File: config.mk
export PLATFORM = sky130hd
export DESIGN_NAME = arm_mem_bridge
export DESIGN_NICKNAME = d
export VERILOG_FILES = /design/src/rtl/arm_mem_bridge.sv
export SDC_FILE = /design/constraint.sdc
export NUM_CORES = 1
export LEC_CHECK = 0
export CAP_MARGIN = 20
export CORE_ASPECT_RATIO = 0.5
export CORE_MARGIN = 2
export CORE_UTILIZATION = 32
export DETAILED_ROUTE_END_ITERATION = 16
export GPL_TIMING_DRIVEN = 0
export HOLD_SLACK_MARGIN = 0.12
export PLACE_DENSITY = 0.76
export SYNTH_ARGS = -nofsm -noshare
export SYNTH_HDL_FRONTEND = slang
export SYNTH_SLANG_ARGS = --single-unit
File: constraint.sdc
create_clock -name clk -period 1.6 [get_ports clk]
set_input_delay 0.16 -clock clk [delete_from_list [all_inputs] [get_ports clk]]
set_output_delay 0.16 -clock clk [all_outputs]
set_load 0.01 [all_outputs]
File: src/rtl/arm_mem_bridge.sv
// -----------------------------------------------------------------------------
// arm_mem_bridge
//   Wait-state memory bridge between the multicycle ARM core and a
//   variable-latency memory. Accepts one core request at a time, holds it on a
//   valid/ready memory port, and returns a one-cycle done pulse with read data.
//   Misaligned accesses and memory timeouts complete as bus errors and bump a
//   saturating debug error counter.
//
// Ports
//   clk         rising-edge clock
//   reset       synchronous active-low reset
//   core_req    1-cycle request strobe, sampled only in IDLE
//   core_we     1 = write, 0 = read
//   core_adr    request address
//   core_wdata  write data
//   core_busy   bridge not idle; core must hold its FSM
//   core_done   1-cycle completion pulse
//   core_err    qualifies core_done: access failed
//   core_rdata  read data, valid only while core_done = 1
//   mem_valid   request present on the memory port
//   mem_we      registered core_we
//   mem_adr     registered core_adr
//   mem_wdata   registered core_wdata
//   mem_ready   memory accepts/completes while mem_valid = 1
//   mem_rdata   read data, sampled on mem_valid & mem_ready
//   err_count   saturating error count since reset
// -----------------------------------------------------------------------------
module arm_mem_bridge #(
  parameter int                ADDR_W      = 32,
  parameter int                DATA_W      = 32,
  parameter int                TIMEOUT     = 16,
  parameter logic [DATA_W-1:0] ERR_DATA    = DATA_W'(32'hDEADBEEF),
  parameter bit                ALIGN_CHECK = 1'b1
) (
  input  logic              clk,
  input  logic              reset,
  input  logic              core_req,
  input  logic              core_we,
  input  logic [ADDR_W-1:0] core_adr,
  input  logic [DATA_W-1:0] core_wdata,
  output logic              core_busy,
  output logic              core_done,
  output logic              core_err,
  output logic [DATA_W-1:0] core_rdata,
  output logic              mem_valid,
  output logic              mem_we,
  output logic [ADDR_W-1:0] mem_adr,
  output logic [DATA_W-1:0] mem_wdata,
  input  logic              mem_ready,
  input  logic [DATA_W-1:0] mem_rdata,
  output logic [7:0]        err_count
);

  localparam int             CNT_W    = $clog2(TIMEOUT);
  localparam logic [CNT_W-1:0] CNT_LAST = CNT_W'(TIMEOUT - 1);

  typedef enum logic [1:0] {
    S_IDLE,
    S_REQ,
    S_RESP,
    S_ERR
  } state_t;

  state_t              r_state, w_state_nxt;
  logic [CNT_W-1:0]    r_cnt, w_cnt_nxt;
  logic                r_busy;
  logic                r_done, w_done_nxt;
  logic                r_err, w_err_nxt;
  logic [DATA_W-1:0]   r_rdata, w_rdata_nxt;
  logic                r_mem_valid, w_mem_valid_nxt;
  logic                r_mem_we, w_mem_we_nxt;
  logic [ADDR_W-1:0]   r_mem_adr, w_mem_adr_nxt;
  logic [DATA_W-1:0]   r_mem_wdata, w_mem_wdata_nxt;
  logic [7:0]          r_err_cnt, w_err_cnt_nxt;
  logic                w_err_evt;
  logic                w_misaligned;

  assign w_misaligned = ALIGN_CHECK && (core_adr[1:0] != 2'b00);

  // Next-state and next-output logic. Every completion output is computed here
  // and registered, so core_done/err/rdata never depend combinationally on
  // the inputs.
  always_comb begin
    // NOTE: every signal gets a default before the case, so no path can leave
    // one unassigned and infer a latch.
    w_state_nxt     = r_state;
    w_cnt_nxt       = r_cnt;
    w_done_nxt      = 1'b0;
    w_err_nxt       = 1'b0;
    w_rdata_nxt     = '0;
    w_mem_valid_nxt = 1'b0;
    w_mem_we_nxt    = r_mem_we;
    w_mem_adr_nxt   = r_mem_adr;
    w_mem_wdata_nxt = r_mem_wdata;
    w_err_evt       = 1'b0;

    unique case (r_state)
      S_IDLE: begin
        if (core_req) begin
          if (w_misaligned) begin
            // Rejected without touching the memory port.
            w_state_nxt = S_ERR;
            w_done_nxt  = 1'b1;
            w_err_nxt   = 1'b1;
            w_rdata_nxt = ERR_DATA;
            w_err_evt   = 1'b1;
          end else begin
            w_state_nxt     = S_REQ;
            w_cnt_nxt       = '0;
            w_mem_valid_nxt = 1'b1;
            w_mem_we_nxt    = core_we;
            w_mem_adr_nxt   = core_adr;
            w_mem_wdata_nxt = core_wdata;
          end
        end
      end

      S_REQ: begin
        // Ready is checked first: a ready in the last allowed cycle wins over
        // the timeout.
        if (mem_ready) begin
          w_state_nxt = S_RESP;
          w_done_nxt  = 1'b1;
          w_rdata_nxt = r_mem_we ? '0 : mem_rdata;
        end else if (r_cnt == CNT_LAST) begin
          w_state_nxt = S_ERR;
          w_done_nxt  = 1'b1;
          w_err_nxt   = 1'b1;
          w_rdata_nxt = ERR_DATA;
          w_err_evt   = 1'b1;
        end else begin
          w_cnt_nxt       = r_cnt + CNT_W'(1);
          w_mem_valid_nxt = 1'b1;
        end
      end

      // RESP and ERR each last one cycle; the pulse was set on entry.
      S_RESP:  w_state_nxt = S_IDLE;
      S_ERR:   w_state_nxt = S_IDLE;
      default: w_state_nxt = S_IDLE;
    endcase
  end

  assign w_err_cnt_nxt = (w_err_evt && (r_err_cnt != 8'hFF)) ? r_err_cnt + 8'd1
                                                              : r_err_cnt;

  // NOTE: state registers use non-blocking assignments so every flop samples
  // the pre-edge values, independent of statement order.
  always_ff @(posedge clk) begin
    if (!reset) begin
      r_state     <= S_IDLE;
      r_cnt       <= '0;
      r_busy      <= 1'b0;
      r_done      <= 1'b0;
      r_err       <= 1'b0;
      r_rdata     <= '0;
      r_mem_valid <= 1'b0;
      r_mem_we    <= 1'b0;
      r_mem_adr   <= '0;
      r_mem_wdata <= '0;
      r_err_cnt   <= 8'd0;
    end else begin
      r_state     <= w_state_nxt;
      r_cnt       <= w_cnt_nxt;
      r_busy      <= (w_state_nxt != S_IDLE);
      r_done      <= w_done_nxt;
      r_err       <= w_err_nxt;
      r_rdata     <= w_rdata_nxt;
      r_mem_valid <= w_mem_valid_nxt;
      r_mem_we    <= w_mem_we_nxt;
      r_mem_adr   <= w_mem_adr_nxt;
      r_mem_wdata <= w_mem_wdata_nxt;
      r_err_cnt   <= w_err_cnt_nxt;
    end
  end

  assign core_busy  = r_busy;
  assign core_done  = r_done;
  assign core_err   = r_err;
  assign core_rdata = r_rdata;
  assign mem_valid  = r_mem_valid;
  assign mem_we     = r_mem_we;
  assign mem_adr    = r_mem_adr;
  assign mem_wdata  = r_mem_wdata;
  assign err_count  = r_err_cnt;

endmodule

==> results.cfg, run 1 <==
[grt]
grt_pass1_wl_um = 21400
globalRouteOverflowTotal = 0
grt_use_total_pct = 19.9
grt_max_degree = 17
grt_antenna_before_repair = 0
grt_pass1_vias = 4234

[route]
routed-wl-met3_um = 691
m1WireLength_um = 6090
routed-wl-met2_um = 7470
ant_nets = 0
routed-via-count = 4339
wl_per_cell_um = 16.1
top_layer_used = met4
finalWirelength_um = 14500
drc = 0
drtPass1Iterations = 5
first_iter_violations = 244
vias_per_cell = 4.81

[layout]
stdcell_count = 903
drive_gt1_share_pct = 29.3
area_delta_synth_final_pct = 101
diodes = 0
seqCellArea_mm2 = 0.00231
n_fill_cell = 892
multi_input_area_mm2 = 0.00212
final_nets = 828

[power]
p_per_area_mw_per_mm2 = 975
irDropWorstVdd_mv = 0.554
seqPwrFrac_pct = 39.0
p_sw_share_pct = 24.3
p_comb_share_pct = 14.5
leakage_nw = 2.94
clkPwrFrac_pct = 46.6
p_int_mw = 5.92
p_switching_mw = 1.90

[clocking]
clk_latency_ps = 400
path_clk_slew_ps = 60
cts_buffers = 17
cts.path.max_buffers = 2
root_buffer = clkbuf_16
clock-sinks = 115
cts_tree = built
hold_buffers = 0
ctsHtreeMaxLevel = 4

[die]
core_area_mm2 = 0.0120
die_area_mm2 = 0.0135
die_y_um = 83.0
io_pins = 210
start_util_pct = 33.3
row_count = 28
die-width_um = 162

[sta]
layout_setup_ws_ps = -159
setup-violations-final = 69
max_slew_margin_pct = 50.8
finalCriticalPeriod_ps = 1760
worst_pin_slew_ps = 738
fmax_mhz = 568
finalHoldViolations = 0
finalCritPeriodShare_pct = 110
rsz0062_at_grt = yes
skew_ps = 8.76
drv_slew = 0

[placement]
port-buffer-count = 209
dp_hpwl_um = 9290
routabilityCongestion = 0.780
placedCellCount = 842
dp_slack_ps = -742

[synthesis]
synth_cell_types = 33
synth_top_area_share_pct = 57.6
syn-num-nets = 571
synthesis.area_mm2 = 0.00400
synthTopCellsByArea = dfxtp_1 (58%), nand2_1 (15%), a21oi_1 (9.5%), a21boi_0 (3.2%), clkbuf_1 (2.2%)
yosys.area.top_type = dfxtp_1
avgSynthCellArea_um2 = 8.54
synthTopCellsByCount = nand2_1 (158), dfxtp_1 (115), a21oi_1 (76), clkbuf_1 (23), a21boi_0 (17)
synth_edf_count = 0
seq_area_frac_synth_pct = 57.6
netlist_instances = 468
async_reset_ff_share_pct = 0
synth-seq-cells = 115
synth.most_common_cell = nand2_1
ys.flop_type = dfxtp_1
ys_warn_count = 0

[worst_setup_path]
start_kind = flop
startpoint = r_state[0]
critPathBufInv = 1
cp_top_family = simple AND/OR/NAND/NOR gates
worstPathCellList = or3b_4, o32a_1, buf_6, or4b_1, o21ai_1
cpPeakStageDelay_ps = 490
cp_slowest_cell = or4b_1
cp.arrival_ps = 2090
cp.required_ps = 1930
critPathMaxFanout = 8
end_kind = flop
path_class = flop to flop
r2r_start = r_state[0]

[hold_path]
min_path_type = input port to flop
worst_hold_startpoint = mem_rdata[7]

[status]
failed_checks = negative setup slack
status = finished with violations

[run]
drv_cap = 0
sequential cells by signal, summed over array words and instances, names as in the netlist:
name / count
core_busy: 1
core_done: 1
core_err: 1
core_rdata: 32
err_count: 8
mem_adr: 32
mem_valid: 1
mem_wdata: 32
mem_we: 1
r_cnt: 4
r_state: 2
layout make-up:
class | count | share of cell area, %
Inverter | 5 | 0.234
Buffer | 31 | 4.06
Clock buffer | 17 | 5.30
Clock inverter | 15 | 1.78
Timing Repair Buffer | 238 | 30.7
Multi-Input combinational cell | 317 | 26.5
Tap cell | 165 | 2.57
Sequential cell | 115 | 28.9
routing by layer:
| layer | track usage [%] | vias to the layer above |
|---|---|---|
| li1 | - | 2080 |
| met1 | 22.9 | 2110 |
| met2 | 35.4 | 129 |
| met3 | 5.44 | 20 |
| met4 | 7.64 | 0 |
| met5 | 0 | - |
path summary, 6_finish.rpt:
| check | to | slack, ps | cells past startpoint |
|---|---|---|---|
| worst max-delay path | err_count[0] | -160 | 5 |
| worst min-delay path | core_rdata[7] | 310 | 3 |
| worst max register to register | err_count[0] | -160 | 5 |
| worst min register to register | mem_adr[30] | 450 | 2 |
metrics by stage:
| stage | hold WS [ps] | utilization (%) | area (um2) | TNS, ps | total power, mW |
|---|---|---|---|---|---|
| global placement | 441 | 52.9 | 6360 | -59840 | 3.94 |
| floorplan | 296 | - | 4060 | -1790 | 3.41 |
| global route | 307 | 66.8 | 8020 | -9490 | 8.09 |
| CTS | 291 | 62.5 | 7510 | -1280 | 7.73 |
| finish | 306 | 66.8 | 8020 | -5940 | 7.82 |
| detailed placement | 449 | 52.9 | 6360 | -63470 | 3.95 |
kinds of logic after synthesis:
kind of cell	Yosys count	synth area share [%]
fa+ha+maj	2	0.626
buf+inv	37	3.91
xor+xnor	1	0.219
simple gates	203	21.4
compound gates	108	15.8
mux	2	0.501
flops	115	57.6
power by group through the flow:
stage               Clock [mW]  Sequential (mW)  Combinational (mW)
floorplan                    0             3.15               0.260
global placement             0             3.09               0.851
detailed placement           0             3.09               0.861
CTS                       3.69             3.04               0.996
global route              3.83             3.05                1.20
finish                    3.64             3.05                1.13
placed cells by master, fill, tap and decap left out, drive strengths merged, types with 2 or more instances in the layout:
cell           synthesis  layout
a21boi                17      17
a21oi                 76      76
and3                  11      11
buf                    9      31
bufinv                 0       2
clkbuf                23      46
clkdlybuf4s50          0     205
clkinv                 0       6
clkinvlp               0       7
dfxtp                115     115
dlygate4sd2            0       3
ha                     2       2
inv                    5       5
mux2i                  2       2
nand2                158     158
nand2b                 2       2
nand3                  7       7
nor2                   9      10
nor2b                  2       2
nor3                   2       2
o21a                   2       2
o21ai                  3       3
o221a                  2       2
o31ai                  2       2
o32a                   2       2
o41ai                  2       2
or2                    3       3
or3                    2       2
or4                    2       2
tightest hold or removal path: cells and delay by family:
family	cells	cell delay, ps
and+or+nand+nor	1	60
AOI/OAI and AO/OA	1	50
buffers and inverters	1	390
what timing repair did:
| item | 4_1_cts | 5_1_grt |
|---|---|---|
| gates resized for setup | 117 | 124 |
| pin swaps | 87 | 21 |
| cloned | 8 | 5 |
| endpoints found under the setup margin | 109 | 108 |
| setup buffers | 8 | 9 |
No activity file was read; power rests on OpenSTA's default activity.
==> run 2: changes to the inputs <==
Settings changed: CORE_MARGIN 2 to not set.
==> run 2 against run 1 <==
Effect of this change: the flow still finishes with violations (negative setup slack); hold slack about the same; critical endpoint is now err_count[7]; register-to-register slack worse by 70 ps; flip-flop and latch count is the same; highest routed layer unchanged; sequential power about the same; clock power rose by 4%; wire length fell by 0.72%; cell count shrank 0.44%.
==> results.cfg, run 2 (synthesized netlist as in run 1, its figures left out) <==
[worst_setup_path]
cp.arrival_ps = 2160
critPathMaxFanout = 11
start_kind = flop
path_class = flop to flop
r2r_cells = 7
r2r_slack_ps = -230
cpPeakStageDelay_ps = 420
cp.required_ps = 1930
rr_endpoint = err_count[7]
cp_slowest_cell = or3b_4
worstPathCellList = or3b_4, o32a_1, buf_6, buf_4, buf_12, nand3b_1, a21oi_2
r2r_start = r_state[1]
end_kind = flop

[route]
vias_per_cell = 4.79
first_iter_violations = 282
wl_per_cell_um = 16.0
drc = 0
drtPass1Iterations = 4
routed-via-count = 4307
finalWirelength_um = 14400
ant_nets = 0

[sta]
fmax_mhz = 546
layout_setup_ws_ps = -233
worst_pin_slew_ps = 724
skew_ps = 5.31
finalHoldViolations = 0
finalCriticalPeriod_ps = 1830
setup-violations-final = 64
drv_slew = 0
rsz0062_at_grt = yes
max_slew_margin_pct = 51.7
finalCritPeriodShare_pct = 115

[die]
start_util_pct = 33.4
die_y_um = 81.0
die-width_um = 160
die_area_mm2 = 0.0130
io_pins = 210
core_area_mm2 = 0.0120
row_count = 28

[clocking]
clk_latency_ps = 400
ctsHtreeMaxLevel = 4
hold_buffers = 0
cts_tree = built
cts.path.max_buffers = 2
path_clk_slew_ps = 60
root_buffer = clkbuf_16
clock-sinks = 115
cts_buffers = 17

[grt]
grt_use_total_pct = 19.8
globalRouteOverflowTotal = 0
grt_pass1_wl_um = 20100
grt_pass1_vias = 3936
grt_antenna_before_repair = 0
grt_max_degree = 17

[layout]
n_fill_cell = 891
diodes = 0
stdcell_count = 899
mostFrequentLayoutCell = clkdlybuf4s50_1
drive_gt1_share_pct = 26.8
layout_common_cells = clkdlybuf4s50_1 (206), nand2_1 (118), dfxtp_1 (111)
final_nets = 826
seqCellArea_mm2 = 0.00231
area_delta_synth_final_pct = 102
multi_input_area_mm2 = 0.00216
final_area_mm2 = 0.00807

[placement]
place_area_mm2 = 0.00636
dp_hpwl_um = 8670
placedCellCount = 842
port-buffer-count = 209
routabilityCongestion = 0.787

[power]
leakage_nw = 2.96
p_per_area_mw_per_mm2 = 988
irDropWorstVdd_mv = 0.648

[hold_path]
min_path_type = input port to flop
worst_hold_startpoint = core_adr[27]
min_path_cells = 3
hold_end = mem_adr[27]

[run]
drv_cap = 0

[status]
status = finished with violations
failed_checks = negative setup slack
## run 2: cell types whose count changed in the layout (fill, tap and decap cells not counted), moves of 4 or more
cell	change
nand2_1	+26
nand2_2	-36
clkinvlp_4	-4
nand2_4	+10
a21oi_2	+10
buf_4	+4
a21oi_1	-11
## run 2: cell type report
cell class | count | area share, %
timing repair buffer | 237 | 30.5
sequential | 115 | 28.6
multi-input combinational | 316 | 26.8
clock buffer | 19 | 5.49
buffer | 31 | 4.11
tap | 165 | 2.56
clock inverter | 11 | 1.70
inverter | 5 | 0.232
## run 2: report_power, final
group          total [mW]  leakage, nW  internal [mW]  switching (mW)
Clock                3.79        0.280           2.46            1.33
Combinational        1.14         1.74          0.672           0.467
Sequential           3.05        0.937           2.98          0.0704
## run 2: per-stage QoR
| stage | setup slack, ps | total power [mW] | utilization, % | TNS (ps) | hold slack, ps |
|---|---|---|---|---|---|
| after floorplan | -128 | 3.41 | - | -1790 | 296 |
| after global placement | -668 | 3.94 | 53.1 | -59690 | 441 |
| after detailed placement | -740 | 3.95 | 53.1 | -62870 | 448 |
| after CTS | -152 | 7.84 | 62.6 | -1990 | 300 |
| after global routing | -263 | 8.22 | 67.4 | -8790 | 304 |
| final | -233 | 7.98 | 67.4 | -6070 | 306 |
## run 2: timing repair
| action | 4_1_cts | 5_1_grt |
|---|---|---|
| pin swaps | 82 | 19 |
| gates resized for setup | 107 | 128 |
| buffers inserted | 10 | 8 |
| cloned | 6 | 4 |
| endpoints found under the setup margin | 108 | 102 |
## run 2: worst max-delay path: cells and delay by family, from the launching register on
kind / cells / cell delay, ps
AOI/OAI and AO/OA: 2 / 390
buffers and inverters: 3 / 440
DFF: 1 / 350
and+or+nand+nor: 2 / 590
## run 2: per-layer routing
metal,vias to the layer above,global-route usage [%],wire (um)
met5,-,0,0
met4,0,7.62,278
li1,2075,-,-
met3,27,4.39,582
met1,2091,23.1,5980
met2,114,36.3,7590
## run 2: how the worst max path moves through the flow
stage,slack [ps],start,end,depth (start not counted)
6_report,-230,r_state[1],err_count[7],7
5_1_grt,-260,r_state[1],err_count[7],7
3_3_place_gp,-670,core_req,mem_adr[23],7
2_1_floorplan,-130,r_state[0],err_count[0],6
3_5_place_dp,-740,core_req,mem_adr[23],7
4_1_cts,-150,r_state[0],err_count[0],5
